File: config.mk
export PLATFORM = sky130hd
export DESIGN_NAME = lsu_mem_ctrl_flat
export DESIGN_NICKNAME = d
export VERILOG_FILES = /design/src/rtl/lsu_mem_ctrl_if.sv /design/src/rtl/lsu_mem_ctrl.sv /design/src/flat_wrapper.sv
export SDC_FILE = /design/constraint.sdc
export NUM_CORES = 1
export LEC_CHECK = 0
export BUFFER_PORTS_ARGS = -buffer_cell sky130_fd_sc_hd__buf_2
export CAP_MARGIN = 25
export CORE_ASPECT_RATIO = 1.25
export CORE_MARGIN = 2
export CORE_UTILIZATION = 53
export DETAILED_ROUTE_END_ITERATION = 12
export HOLD_SLACK_MARGIN = 0.02
export PLACE_DENSITY = 0.83
export SLEW_MARGIN = 40
export SYNTH_ARGS = -nofsm -noshare
export SYNTH_HDL_FRONTEND = slang
export SYNTH_SLANG_ARGS = --single-unit
File: constraint.sdc
create_clock -name clk -period 3.93 [get_ports clk]
set_input_delay 0.1965 -clock clk [delete_from_list [all_inputs] [get_ports clk]]
set_output_delay 0.1965 -clock clk [all_outputs]
set_load 0.01 [all_outputs]
File: src/rtl/lsu_mem_ctrl_if.sv
// Bundle of the core-side request/response handshake and the data-memory bus
// for the load/store controller. The controller connects through the slave
// modport; the core and memory side (or a testbench) uses the master modport.
interface lsu_mem_ctrl_if #(
    parameter int ADDR_WIDTH = 12
);
    logic                  req_valid;
    logic                  req_ready;
    logic                  req_we;
    logic [1:0]            req_size;
    logic                  req_unsigned;
    logic [ADDR_WIDTH-1:0] req_addr;
    logic [31:0]           req_wdata;

    logic                  rsp_valid;
    logic [31:0]           rsp_rdata;
    logic                  rsp_err;

    logic                  mem_ren;
    logic                  mem_wen;
    logic [ADDR_WIDTH-1:0] mem_add;
    logic [31:0]           mem_datain;
    logic [31:0]           mem_dataout;

    modport slave (
        input  req_valid, req_we, req_size, req_unsigned, req_addr, req_wdata,
        input  mem_dataout,
        output req_ready, rsp_valid, rsp_rdata, rsp_err,
        output mem_ren, mem_wen, mem_add, mem_datain
    );

    modport master (
        output req_valid, req_we, req_size, req_unsigned, req_addr, req_wdata,
        output mem_dataout,
        input  req_ready, rsp_valid, rsp_rdata, rsp_err,
        input  mem_ren, mem_wen, mem_add, mem_datain
    );
endinterface

File: src/rtl/lsu_mem_ctrl.sv
// Load/store sequencer between the core memory stage and a word-wide data
// memory. Sub-word stores are done as read-modify-write because the memory
// only writes whole words. Lane order is big-endian within the word: byte
// offset k lives in bits [31-8k : 24-8k]. Misaligned or illegal-size accesses
// are answered with an error and never touch memory.
module lsu_mem_ctrl #(
    parameter int ADDR_WIDTH = 12,
    parameter int DATA_WIDTH = 32
) (
    input  logic          clk,
    input  logic          rst_n,
    lsu_mem_ctrl_if.slave bus
);

    typedef enum logic [2:0] {
        ST_IDLE,
        ST_LOAD,
        ST_RMW_RD,
        ST_WRITE,
        ST_RESP
    } state_t;

    state_t                state_q, state_d;
    logic [1:0]            size_q, size_d;
    logic                  uns_q, uns_d;
    logic [ADDR_WIDTH-1:0] addr_q, addr_d;
    logic [DATA_WIDTH-1:0] wdata_q, wdata_d;
    logic [DATA_WIDTH-1:0] rdata_q, rdata_d;
    logic                  err_q, err_d;

    logic                  req_ready;
    logic                  rsp_valid;
    logic [DATA_WIDTH-1:0] rsp_rdata;
    logic                  rsp_err;
    logic                  mem_ren;
    logic                  mem_wen;
    logic [ADDR_WIDTH-1:0] mem_add;
    logic [DATA_WIDTH-1:0] mem_datain;

    logic                  misaligned;
    logic [ADDR_WIDTH-1:0] aligned_addr;
    logic [4:0]            lane_shift;
    logic [DATA_WIDTH-1:0] lane_mask;
    logic [DATA_WIDTH-1:0] lane_data;
    logic [DATA_WIDTH-1:0] load_ext;
    logic [DATA_WIDTH-1:0] merged_word;

    assign aligned_addr = {addr_q[ADDR_WIDTH-1:2], 2'b00};

    // Lane position, load extraction/extension and store merge for the held access
    always_comb begin
        lane_shift = 5'd0;
        lane_mask  = '1;
        if (size_q == 2'd0) begin
            lane_shift = 5'd24 - {addr_q[1:0], 3'b000};
            lane_mask  = 32'h0000_00FF;
        end else if (size_q == 2'd1) begin
            lane_shift = addr_q[1] ? 5'd0 : 5'd16;
            lane_mask  = 32'h0000_FFFF;
        end
        lane_data = bus.mem_dataout >> lane_shift;
        case (size_q)
            2'd0:    load_ext = uns_q ? {24'h0, lane_data[7:0]}
                                      : {{24{lane_data[7]}}, lane_data[7:0]};
            2'd1:    load_ext = uns_q ? {16'h0, lane_data[15:0]}
                                      : {{16{lane_data[15]}}, lane_data[15:0]};
            default: load_ext = bus.mem_dataout;
        endcase
        merged_word = (bus.mem_dataout & ~(lane_mask << lane_shift))
                    | ((wdata_q & lane_mask) << lane_shift);
    end

    // Alignment check on the incoming request, used only at accept time
    always_comb begin
        misaligned = 1'b0;
        case (bus.req_size)
            2'd1:    misaligned = bus.req_addr[0];
            2'd2:    misaligned = (bus.req_addr[1:0] != 2'b00);
            2'd3:    misaligned = 1'b1;
            default: misaligned = 1'b0;
        endcase
    end

    // Next-state, datapath register updates and Moore outputs of the sequencer
    always_comb begin
        state_d    = state_q;
        size_d     = size_q;
        uns_d      = uns_q;
        addr_d     = addr_q;
        wdata_d    = wdata_q;
        rdata_d    = rdata_q;
        err_d      = err_q;
        req_ready  = 1'b0;
        rsp_valid  = 1'b0;
        rsp_rdata  = '0;
        rsp_err    = 1'b0;
        mem_ren    = 1'b0;
        mem_wen    = 1'b0;
        mem_add    = '0;
        mem_datain = '0;

        case (state_q)
            ST_IDLE: begin
                req_ready = 1'b1;
                if (bus.req_valid) begin
                    size_d  = bus.req_size;
                    uns_d   = bus.req_unsigned;
                    addr_d  = bus.req_addr;
                    wdata_d = bus.req_wdata;
                    rdata_d = '0;
                    err_d   = 1'b0;
                    if (misaligned) begin
                        err_d   = 1'b1;
                        state_d = ST_RESP;
                    end else if (!bus.req_we) begin
                        state_d = ST_LOAD;
                    end else if (bus.req_size == 2'd2) begin
                        state_d = ST_WRITE;
                    end else begin
                        state_d = ST_RMW_RD;
                    end
                end
            end
            ST_LOAD: begin
                mem_ren = 1'b1;
                mem_add = aligned_addr;
                rdata_d = load_ext;
                state_d = ST_RESP;
            end
            ST_RMW_RD: begin
                mem_ren = 1'b1;
                mem_add = aligned_addr;
                wdata_d = merged_word;
                state_d = ST_WRITE;
            end
            ST_WRITE: begin
                mem_wen    = 1'b1;
                mem_add    = aligned_addr;
                mem_datain = wdata_q;
                state_d    = ST_RESP;
            end
            ST_RESP: begin
                rsp_valid = 1'b1;
                rsp_rdata = rdata_q;
                rsp_err   = err_q;
                state_d   = ST_IDLE;
            end
            default: begin
                state_d = ST_IDLE;
            end
        endcase
    end

    // State and datapath registers, cleared asynchronously so an aborted access leaves no trace
    always_ff @(posedge clk or negedge rst_n) begin
        if (!rst_n) begin
            state_q <= ST_IDLE;
            size_q  <= 2'd0;
            uns_q   <= 1'b0;
            addr_q  <= '0;
            wdata_q <= '0;
            rdata_q <= '0;
            err_q   <= 1'b0;
        end else begin
            state_q <= state_d;
            size_q  <= size_d;
            uns_q   <= uns_d;
            addr_q  <= addr_d;
            wdata_q <= wdata_d;
            rdata_q <= rdata_d;
            err_q   <= err_d;
        end
    end

    assign bus.req_ready  = req_ready;
    assign bus.rsp_valid  = rsp_valid;
    assign bus.rsp_rdata  = rsp_rdata;
    assign bus.rsp_err    = rsp_err;
    assign bus.mem_ren    = mem_ren;
    assign bus.mem_wen    = mem_wen;
    assign bus.mem_add    = mem_add;
    assign bus.mem_datain = mem_datain;

endmodule

File: src/flat_wrapper.sv
// flat-port wrapper written by rule: the top's interface ports become plain ports
module lsu_mem_ctrl_flat 
#(
    parameter int ADDR_WIDTH = 12,
    parameter int DATA_WIDTH = 32
)
  (clk, rst_n, bus_req_valid, bus_req_we, bus_req_size, bus_req_unsigned, bus_req_addr, bus_req_wdata, bus_mem_dataout, bus_req_ready, bus_rsp_valid, bus_rsp_rdata, bus_rsp_err, bus_mem_ren, bus_mem_wen, bus_mem_add, bus_mem_datain);
  lsu_mem_ctrl_if #(.ADDR_WIDTH(ADDR_WIDTH)) bus_i ();
  input  logic clk;
  input  logic rst_n;
  input wire logic [$bits(bus_i.req_valid)-1:0] bus_req_valid;
  input wire logic [$bits(bus_i.req_we)-1:0] bus_req_we;
  input wire logic [$bits(bus_i.req_size)-1:0] bus_req_size;
  input wire logic [$bits(bus_i.req_unsigned)-1:0] bus_req_unsigned;
  input wire logic [$bits(bus_i.req_addr)-1:0] bus_req_addr;
  input wire logic [$bits(bus_i.req_wdata)-1:0] bus_req_wdata;
  input wire logic [$bits(bus_i.mem_dataout)-1:0] bus_mem_dataout;
  output wire logic [$bits(bus_i.req_ready)-1:0] bus_req_ready;
  output wire logic [$bits(bus_i.rsp_valid)-1:0] bus_rsp_valid;
  output wire logic [$bits(bus_i.rsp_rdata)-1:0] bus_rsp_rdata;
  output wire logic [$bits(bus_i.rsp_err)-1:0] bus_rsp_err;
  output wire logic [$bits(bus_i.mem_ren)-1:0] bus_mem_ren;
  output wire logic [$bits(bus_i.mem_wen)-1:0] bus_mem_wen;
  output wire logic [$bits(bus_i.mem_add)-1:0] bus_mem_add;
  output wire logic [$bits(bus_i.mem_datain)-1:0] bus_mem_datain;
  assign bus_i.req_valid = bus_req_valid;
  assign bus_i.req_we = bus_req_we;
  assign bus_i.req_size = bus_req_size;
  assign bus_i.req_unsigned = bus_req_unsigned;
  assign bus_i.req_addr = bus_req_addr;
  assign bus_i.req_wdata = bus_req_wdata;
  assign bus_i.mem_dataout = bus_mem_dataout;
  assign bus_req_ready = bus_i.req_ready;
  assign bus_rsp_valid = bus_i.rsp_valid;
  assign bus_rsp_rdata = bus_i.rsp_rdata;
  assign bus_rsp_err = bus_i.rsp_err;
  assign bus_mem_ren = bus_i.mem_ren;
  assign bus_mem_wen = bus_i.mem_wen;
  assign bus_mem_add = bus_i.mem_add;
  assign bus_mem_datain = bus_i.mem_datain;
  lsu_mem_ctrl #(.ADDR_WIDTH(ADDR_WIDTH), .DATA_WIDTH(DATA_WIDTH)) u_core (.clk(clk), .rst_n(rst_n), .bus(bus_i));
endmodule
Yosys cells after proc, flatten, opt, wreduce, memory -nomap -nowiden. Cells that the tools add are included.

Register bits after elaboration: 83. Bits in latches: 0. Memory bits (writable): 0. ROM bits: 0. Input bits: 83. Output and inout bits: 81. Memories kept: 0.

Add/subtract/negate cells: 1. $mul: 0. Divide/modulo/power cells: 0. Magnitude comparators: 0. Eq/ne operators: 9. Shifts and indexed selects: 3. Muxes and demuxes: 27. Bitwise gates (word level): 4. Reduce and logical (&&, ||, !) cells: 11.

Operator list (number): $mux W32 (8); $pmux W32 S2 (3); $and A32 B32 Y32 (2); $shl A32 B5 Y32 (2); $not A32 Y32 (1); $or A32 B32 Y32 (1); $shr A32 B5 Y16 (1); $mux W5 (3); $mux W12 (1); $mux W3 (3); $pmux W3 S3 (1); $mux W1 (7); $eq A3 B2 Y1 const B (2); $reduce_and A2 Y1 (3); $reduce_bool A2 Y1 (3); $sub A5 B5 Y5 const A (1); $eq A2 B1 Y1 const B (2); $eq A2 B2 Y1 const B (2); $reduce_or A2 Y1 (2); $eq A3 B1 Y1 const B (1); $eq A3 B3 Y1 const B (1); $logic_not A3 Y1 (1); $pmux W1 S3 (1); $reduce_or A3 Y1 (1); 2 further kinds (2).

Depth between registers and ports, before layout. Gate-level depths: netlist of the first run.

Word-level depth: 8. Depth in mapped cells: 8.

Least setup slack after synthesis of the first run. Ideal clock, no wire load.

Kind: reg-to-reg. Start point: register u_core.addr_q[1]. End point: register u_core.rdata_q[19]. Setup time: 0.127 ns. Data arrival time: 1.910 ns. Data required time: 3.803 ns. Setup slack: 1.893 ns. Cell stages (with the launch flop): 8. Clock period less this slack: 2.037 ns. Cell sequence: dfrtp_1 -> buf_2 -> or2_1 -> buf_6 -> a2111oi_1 -> a2111oi_4 -> buf_6 -> a221o_2.

Longest elaborated chain between the ends: 7. Elaborated cells between the ends (all ways): 9. Those cells by class: add/sub (1); shift (1); mux (7).

RTL lines: start: declaration (RTL line lsu_mem_ctrl.sv:26) `logic [ADDR_WIDTH-1:0] addr_q, addr_d;`; start signal: assignment (RTL line lsu_mem_ctrl.sv:168) `addr_q <= addr_d;`; branches (longest 2 deep; another with $sub A5 B5 Y5); $mux W5 * (RTL line lsu_mem_ctrl.sv:54) `if (size_q == 2'd0) begin`; $shr A32 B5 Y16 * (RTL line lsu_mem_ctrl.sv:61) `lane_data = bus.mem_dataout >> lane_shift;`; $mux W32, on equally long branches (RTL line lsu_mem_ctrl.sv:65, lsu_mem_ctrl.sv:63); $pmux W32 S2 * (RTL line lsu_mem_ctrl.sv:62) `case (size_q)`; $pmux W32 S2 * (RTL line lsu_mem_ctrl.sv:102) `case (state_q)`; end signal: assignment (RTL line lsu_mem_ctrl.sv:170) `rdata_q <= rdata_d;`; end: declaration (RTL line lsu_mem_ctrl.sv:28) `logic [DATA_WIDTH-1:0] rdata_q, rdata_d;`.

Every way passes the cells marked *. A chain may end at the register's enable or synchronous reset.

Worst setup path in the final report of the first run.
Start point: register u_core.addr_q[1]. End point: register u_core.rdata_q[24].

The elaborated chain is that of the path after synthesis.

==> impl_metrics.yaml, run 1 <==
cells_and_area:
  fill_cells: 804
  final_cells: 811
  drive_gt1_share_pct: 30.8
  num_antenna_cells: 0
  fin_util_pct: 66.3
  area_growth_pct: 22.5
  finalNetCount: 766
critical_path:
  critPathKind: "reg2reg"
  path_cells: "or2_1, a2111oi_1, a2111oi_4, buf_4, a221o_2"
  crit_path_max_fanout: 19
  cp_slowest_cell: "a2111oi_1"
  path_buf_inv: 1
  end_kind: "flop"
  start_kind: "flop"
  cpPeakStageDelay_ns: 0.67
  arrival_ns: 2.83
  worstPathRequired_ns: 4.15
  critPathTopFamily: "compound AO/OA/AOI/OAI gates"
timing:
  setup_violations: 0
  skew_ns: 0.00737
  rsz0062_at_grt: "false"
  finalCriticalPeriod_ns: 2.61
  fin_hold_ws_ns: 0.0454
  finalCritPeriodShare_pct: 66.3
  hold_violations: 0
  finalMaxSlewViolations: 0
  relSlewSlack_pct: 51.1
  setup_tns_ns: 0
  timing.fmax_ghz: 0.384
  tightest_slew_ns: 0.733
die:
  ioPinCount: 164
  rows: 39
  die_x_um: 90.4
  start_util_pct: 54.1
  dieArea_sq_um: 10100
  core_area_sq_um: 9130
  die_h_um: 112
power_and_ir_drop:
  p_leak_nw: 3.18
  p_per_area_nw_per_um2: 777
  ir_drop_v: 0.000410
synthesis:
  synth-seq-cells: 83
  netlist_top_cells_area: "dfrtp_1 42%, nand2_1 7.8%, and2_1 5.6%"
  ys.warnings.count: 0
  synthFlopType: "dfrtp_1"
  async_flop_share_pct: 100
  synth-edff-count: 0
  syn_inst: 552
  seq_area_frac_synth_pct: 42.0
  yosys.area.top_type_share_pct: 42.0
  synth.cell_area_sq_um: 4940
  synth.distinct_cells: 51
  avgSynthCellArea_sq_um: 8.95
  yosysTopAreaCell: "dfrtp_1"
route:
  wl_per_cell_um: 18.5
  dr.pass1.iters: 6
  drc: 0
  ant_nets: 0
  drtIter0Drc: 534
  drt_wl_total_um: 15000
  routed_via_density: 6.19
  vias: 5020
cts:
  clkSinkCount: 83
  cts_resized: 0
  ctsRootBufferMaster: "clkbuf_16"
  clk_pin_slew_ns: 0.06
  clockBufferDepth: 2
  numCtsBuffers: 9
  cts.htree.levels: 3
  clk_latency_ns: 0.34
  cts_tree: "built"
placement:
  placed_cells: 793
  port_buffers: 161
  hpwlAfterDp_um: 11100
  gp_congestion: 0.967
global_route:
  grt_use_total_pct: 29.2
  grt_pass1_vias: 4597
  grt.overflow.total: 0
  grt_pass1_wl_um: 23300
  antenna_found_initial: 0
  grt_max_degree: 84
flow_run:
  drv_cap: 0
hold_path:
  hp-class: "in2reg"
run_status:
  outcome: "completed"
placed cells by master (no fill, tap or decap), types with 11 or more instances in the layout:
cell      count
a21oi_1      23
and3_1       33
o211ai_1     11
a221o_2      11
buf_4        11
a221o_1      14
nand2_1     103
a22oi_1      14
inv_1        15
buf_2       160
a22o_1       23
dfrtp_1      82
and2_1       44
cell type report:
cell class	instances	area (sq um)	share of cell area (%)
multi-input cells	401	2580	42.7
flip-flops and latches	83	2080	34.3
repair buffers	173	905	14.9
clock buffers	9	225	3.72
well taps	123	154	2.54
inverters	15	56.3	0.930
clock inverters	7	50.0	0.827
kinds of logic after synthesis:
| kind of cell | after synthesis | share of synthesized area, % |
|---|---|---|
| flip-flops | 83 | 42.0 |
| other | 1 | 0.0759 |
| multiplexers | 2 | 0.405 |
| AO/OA/AOI/OAI | 166 | 27.3 |
| AND/OR/NAND/NOR | 231 | 23.8 |
| buffers and inverters | 69 | 6.36 |
what timing repair did:
| item | 4_1_cts | 5_1_grt |
|---|---|---|
| hold buffers | 1 | 0 |
| hold endpoints to repair | 83 | 0 |
| buffers inserted | 0 | 0 |
sequential cells by signal (all words and copies together), names as in the netlist:
register        count
u_core.rdata_q     32
u_core.addr_q      12
u_core.wdata_q     32
u_core.err_q        1
u_core.size_q       2
u_core.uns_q        1
u_core.state_q      3
stage by stage:
step           power, mW  instance area [sq um]  worst slack (ns)
2_1_floorplan       3.26                   4940              1.89
3_3_place_gp        3.77                   5740              1.26
3_5_place_dp        3.88                   5750              1.34
4_1_cts             4.66                   6030              1.34
5_1_grt             5.02                   6050              1.20
6_report            4.70                   6050              1.32
metal layers:
layer	part of all wire [%]	track usage, %
met1	40	38.8
met2	48	47.5
met3	9.2	5.62
met4	2.8	11.8
met5	0	0
power by group:
group | switching, mW | internal [mW] | total (mW) | leakage (nW)
Clock | 0.351 | 0.430 | 0.780 | 0.128
Combinational | 1.34 | 0.980 | 2.32 | 2.00
Sequential | 0.392 | 1.21 | 1.60 | 1.06
Total | 2.08 | 2.62 | 4.70 | 3.18
cell usage after synthesis (11+ instances only):
| master | n |
|---|---|
| a221o_2 | 11 |
| a22o_1 | 23 |
| and3_1 | 33 |
| nand2_1 | 103 |
| inv_1 | 15 |
| clkbuf_1 | 33 |
| a221o_1 | 14 |
| a21oi_1 | 23 |
| a22oi_1 | 14 |
| dfrtp_1 | 83 |
| nor3b_1 | 12 |
| and2_1 | 44 |
| o211ai_1 | 11 |
worst min-delay path, stage by stage:
cell,delay [ns]
buf_2,0.07
nand2_1,0.04
nand2_1,0.05
worst paths after layout:
check,slack [ns],cells past startpoint,from,to
min in group asynchronous,0.47,2,rst_n,u_core.rdata_q[9]
max in group asynchronous,2.93,2,rst_n,u_core.state_q[2]
hold reg to reg,0.47,2,u_core.addr_q[3],u_core.addr_q[3]
hold / removal,0.05,3,bus_req_addr[11],u_core.addr_q[11]
setup reg to reg,1.32,5,u_core.addr_q[1],u_core.rdata_q[24]
setup / recovery,1.32,5,u_core.addr_q[1],u_core.rdata_q[24]
(Power assumes the default switching activity.)
==> run 2, diff against run 1 <==
--- a/config.mk
+++ b/config.mk
@@ -9,10 +9,10 @@
 export CAP_MARGIN = 25
 export CORE_ASPECT_RATIO = 1.25
 export CORE_MARGIN = 2
-export CORE_UTILIZATION = 53
+export CORE_UTILIZATION = 51
 export DETAILED_ROUTE_END_ITERATION = 12
 export HOLD_SLACK_MARGIN = 0.02
-export PLACE_DENSITY = 0.83
+export PLACE_DENSITY = 0.81
 export SLEW_MARGIN = 40
 export SYNTH_ARGS = -nofsm -noshare
 export SYNTH_HDL_FRONTEND = slang
==> constraint.sdc (replaced) <==
create_clock -name clk -period 2.4 [get_ports clk]
set_input_delay 0.12 -clock clk [delete_from_list [all_inputs] [get_ports clk]]
set_output_delay 0.12 -clock clk [all_outputs]
set_load 0.01 [all_outputs]
==> run 2 against run 1 <==
Critical path depth is the same. Utilization grew 0.61 points. Via count grew 0.54%. Worst hold slack lost 0.024 ns. Fmax grew 15%. Clock-buffer cell count grew 1. Non-clock buffer count grew 33. Cell count grew 4.4%. Flip-flop and latch count is the same. Register-to-register slack lost 1.2 ns. Critical path type unchanged.
==> impl_metrics.yaml, run 2 (synthesis results as in run 1) <==
run_status:
  outcome: "completed"
critical_path:
  cpPeakStageDelay_ns: 0.51
  endpoint: "u_core.rdata_q[21]"
  path_buf_inv: 1
  start_kind: "flop"
  crit_path_max_fanout: 13
  path_cells: "or3_1, a221oi_1, a2111oi_4, buf_4, a221o_2"
  cp_slowest_cell: "or3_1"
  arrival_ns: 2.49
  critPathKind: "reg2reg"
  crit_start: "u_core.addr_q[0]"
  end_kind: "flop"
  r2r_cells: 5
  critPathTopFamily: "compound AO/OA/AOI/OAI gates"
  crit_cells: 5
  worstPathRequired_ns: 2.63
  r2r-end: "u_core.rdata_q[21]"
  r2r_slack_ns: 0.14
  regToRegStartpoint: "u_core.addr_q[0]"
cts:
  ctsRootBufferMaster: "clkbuf_16"
  clk_latency_ns: 0.35
  cts_tree: "built"
  numCtsBuffers: 9
  cts.htree.levels: 3
  clk_pin_slew_ns: 0.07
  clockBufferDepth: 2
  clkSinkCount: 83
global_route:
  grt.overflow.total: 0
  grt_max_degree: 84
  grt_pass1_wl_um: 25600
  antenna_found_initial: 0
  grt_pass1_vias: 4856
  grt_use_total_pct: 31.4
placement:
  gp_congestion: 0.907
  dpl_worst_slack_ns: 0.131
  placed_area_sq_um: 5820
  hpwlAfterDp_um: 11600
  port_buffers: 161
cells_and_area:
  drive_gt1_share_pct: 30.1
  final_cell_mix: "160 x buf_2, 103 x nand2_1, 83 x dfrtp_1, 45 x and2_1, 33 x and3_1"
  fin_util_pct: 66.9
  area_growth_pct: 28.8
  num_antenna_cells: 0
  largest_registers: "u_core.rdata_q: 32 flops, u_core.wdata_q: 32 flops, u_core.addr_q: 12 flops"
  finalNetCount: 799
  layout_commonest_cell: "buf_2"
  stdcell_area_sq_um: 6360
die:
  start_util_pct: 51.9
  die_h_um: 114
  dieArea_sq_um: 10500
  ioPinCount: 164
  die_x_um: 92.0
  core_area_sq_um: 9510
  rows: 40
timing:
  setup_violations: 0
  tightest_slew_ns: 0.826
  skew_ns: 0.00763
  rsz0062_at_grt: "false"
  relSlewSlack_pct: 44.9
  setup_tns_ns: 0
  setup_slack_ns: 0.142
  finalCritPeriodShare_pct: 94.1
  finalMaxSlewViolations: 0
  timing.fmax_ghz: 0.443
  finalCriticalPeriod_ns: 2.26
  hold_violations: 0
route:
  drt-met1-wl_um: 6750
  route.met2.wl_um: 7910
  wl_met3_um: 1130
  drtIter0Drc: 401
  top_layer_used: "met4"
  drt_wl_total_um: 16300
  vias: 5047
  drc: 0
  routed_via_density: 5.96
  ant_nets: 0
  dr.pass1.iters: 5
  wl_per_cell_um: 19.3
power_and_ir_drop:
  p_leak_nw: 3.33
  p_per_area_nw_per_um2: 1250
  ir_drop_v: 0.000729
hold_path:
  hp-class: "in2reg"
flow_run:
  drv_cap: 0
-- run 2: routing by layer --
metal,up-vias,global-route usage [%]
li1,2340,-
met1,2409,40.8
met2,254,52.5
met3,44,4.23
met4,0,14.0
met5,-,0
-- run 2: timing repair --
| action | CTS | global route |
|---|---|---|
| buffers inserted | 0 | 0 |
| hold endpoints to repair | 108 | 0 |
| resized for setup | 0 | 1 |
| setup endpoints to repair | 0 | 10 |
| hold buffers | 26 | 0 |
-- run 2: stage by stage --
| stage | hold slack (ns) | power [mW] | cells |
|---|---|---|---|
| floorplan | -0.176 | 5.34 | 553 |
| global placement | 0.309 | 6.36 | 804 |
| detailed placement | 0.226 | 6.48 | 805 |
| CTS | 0.0296 | 7.83 | 847 |
| global route | 0.0201 | 8.47 | 847 |
| finish | 0.0216 | 7.93 | 847 |
-- run 2: how the worst min path moves through the flow --
| stage | to | start | slack, ns | depth (start not counted) |
|---|---|---|---|---|
| after detailed placement | u_core.addr_q[8] | rst_n | 0.23 | 1 |
| after global placement | u_core.addr_q[5] | bus_req_addr[5] | 0.31 | 3 |
| after global routing | u_core.wdata_q[16] | bus_req_wdata[16] | 0.02 | 2 |
| after CTS | u_core.wdata_q[16] | bus_req_wdata[16] | 0.03 | 2 |
| after floorplan | u_core.addr_q[0] | rst_n | -0.18 | 0 |
| final | u_core.wdata_q[16] | bus_req_wdata[16] | 0.02 | 2 |
-- run 2: final cells by class --
class	count	area, sq um
Tap cell	126	158
Clock inverter	6	48.8
Multi-Input combinational cell	401	2580
Sequential cell	83	2080
Timing Repair Buffer	206	1210
Clock buffer	10	229
Fill cell	800	3140
Inverter	15	56.3
-- run 2: power breakdown --
group	switching, mW	leakage, nW	internal, mW	total, mW
logic	2.36	2.14	1.71	4.07
registers	0.547	1.06	1.98	2.53
clock network	0.617	0.126	0.711	1.33
==> run 3, diff against run 2 <==
--- a/config.mk
+++ b/config.mk
@@ -9,10 +9,10 @@
 export CAP_MARGIN = 25
 export CORE_ASPECT_RATIO = 1.25
 export CORE_MARGIN = 2
-export CORE_UTILIZATION = 51
+export CORE_UTILIZATION = 44
 export DETAILED_ROUTE_END_ITERATION = 12
 export HOLD_SLACK_MARGIN = 0.02
-export PLACE_DENSITY = 0.81
+export PLACE_DENSITY = 0.71
 export SLEW_MARGIN = 40
 export SYNTH_ARGS = -nofsm -noshare
 export SYNTH_HDL_FRONTEND = slang
==> run 3 against run 2 <==
Combinational power about the same. Via count decreased by 0.18%. Final area is 0.47% higher. Highest routed layer unchanged. Largest power group unchanged.
==> impl_metrics.yaml, run 3 (synthesis results as in run 1) <==
run_status:
  outcome: "completed"
die:
  dieArea_sq_um: 12100
  ioPinCount: 164
  die_x_um: 98.8
  rows: 43
  die_h_um: 122
  start_util_pct: 44.8
  core_area_sq_um: 11000
critical_path:
  critPathKind: "reg2reg"
  regToRegStartpoint: "u_core.size_q[0]"
  start_kind: "flop"
  crit_path_max_fanout: 11
  arrival_ns: 2.52
  r2r_slack_ns: 0.11
  r2r-end: "u_core.rdata_q[25]"
  r2r_cells: 5
  end_kind: "flop"
  worstPathRequired_ns: 2.62
placement:
  placed_area_sq_um: 5870
  dpl_worst_slack_ns: 0.127
  port_buffers: 161
  gp_congestion: 0.947
  hpwlAfterDp_um: 11900
  placed_cells: 816
timing:
  finalMaxSlewViolations: 0
  finalCriticalPeriod_ns: 2.29
  skew_ns: 0.00706
  relSlewSlack_pct: 56.4
  rsz0062_at_grt: "false"
  hold_violations: 0
  timing.fmax_ghz: 0.436
  tightest_slew_ns: 0.652
  setup_slack_ns: 0.105
  setup_violations: 0
  finalCritPeriodShare_pct: 95.6
  setup_tns_ns: 0
power_and_ir_drop:
  swShare_pct: 43.9
  comb_power_share_pct: 51.8
  clkPwrFrac_pct: 16.5
  ir_drop_v: 0.000650
  p_per_area_nw_per_um2: 1240
  p_leak_nw: 3.34
  p_seq_share_pct: 31.7
  switchingPower_mw: 3.47
  p_int_mw: 4.44
hold_path:
  hold_depth: 2
  hp-class: "in2reg"
  hold_end: "u_core.wdata_q[16]"
  min_from: "bus_req_wdata[16]"
cells_and_area:
  num_antenna_cells: 0
  stdcell_area_sq_um: 6390
  drive_gt1_share_pct: 30.3
  area_growth_pct: 29.5
  finalNetCount: 800
  layout_commonest_cell: "buf_2"
  fin_util_pct: 58.0
  final_cells: 857
  final_cell_mix: "160 x buf_2, 103 x nand2_1, 83 x dfrtp_1, 44 x and2_1, 33 x and3_1"
  largest_registers: "u_core.rdata_q: 32 flops, u_core.wdata_q: 32 flops, u_core.addr_q: 12 flops"
cts:
  numCtsBuffers: 9
  cts.htree.levels: 3
  ctsRootBufferMaster: "clkbuf_16"
  clk_latency_ns: 0.34
  clk_pin_slew_ns: 0.07
  cts_resized: 0
  holdBufCountCts: 24
  clockBufferDepth: 2
  cts_tree: "built"
  clkSinkCount: 83
  postCtsSetupBuffers: 0
global_route:
  grtUsageMet1_pct: 36.4
  antenna_found_initial: 0
  grt.met2_usage_pct: 43.8
  grt_pass1_vias: 4717
  grt_use_total_pct: 26.6
  use_met3_pct: 4.33
  grt_pass1_wl_um: 25200
  grt.overflow.total: 0
  grt-busiest-layer: "met2"
  grt_max_degree: 49
route:
  dr.pass1.iters: 4
  wl_per_cell_um: 18.8
  drc: 0
  vias: 5038
  ant_nets: 0
  drt_wl_total_um: 16200
  routed_via_density: 5.88
  drtIter0Drc: 480
flow_run:
  drv_cap: 0
[run 3: power groups by stage]
| stage | logic [mW] | clock network (mW) | registers, mW |
|---|---|---|---|
| 2_1_floorplan | 3.10 | 0 | 2.24 |
| 3_3_place_gp | 3.95 | 0 | 2.49 |
| 3_5_place_dp | 4.06 | 0 | 2.50 |
| 4_1_cts | 4.09 | 1.32 | 2.49 |
| 5_1_grt | 4.53 | 1.38 | 2.58 |
| 6_report | 4.09 | 1.30 | 2.51 |
[run 3: how the worst max path moves through the flow]
stage	depth (start not counted)	end	start	slack, ns
2_1_floorplan	7	u_core.rdata_q[19]	u_core.addr_q[1]	0.36
3_3_place_gp	4	u_core.rdata_q[19]	u_core.state_q[2]	0.20
3_5_place_dp	4	u_core.rdata_q[23]	u_core.state_q[2]	0.13
4_1_cts	4	u_core.rdata_q[25]	u_core.state_q[2]	0.10
5_1_grt	5	u_core.rdata_q[27]	u_core.size_q[0]	0.02
6_report	5	u_core.rdata_q[25]	u_core.size_q[0]	0.11
[run 3: final cells by class]
type                       count  area [sq um]
fill                         986          4630
sequential                    83          2080
timing repair buffer         207          1240
clock buffer                  10           229
tap                          135           169
inverter                      15          56.3
multi-input combinational    401          2580
clock inverter                 6          48.8
[run 3: layer usage]
layer / wire length, um / vias up
met5: 0 / -
met4: 272 / 0
met3: 1230 / 21
met2: 7900 / 236
met1: 6750 / 2435
li1: - / 2346
[run 3: critical path, stage by stage, from the launching register on]
cell	delay, ns
dfrtp_1	0.48
or3_1	0.54
a221oi_1	0.50
a2111oi_4	0.15
buf_4	0.22
a221o_2	0.30
[run 3: per-stage QoR]
stage	hold WS, ns	power, mW
4_1_cts	0.0244	7.90
3_3_place_gp	0.155	6.44
3_5_place_dp	0.168	6.56
6_report	0.0295	7.90
5_1_grt	0.0231	8.49
2_1_floorplan	-0.176	5.34
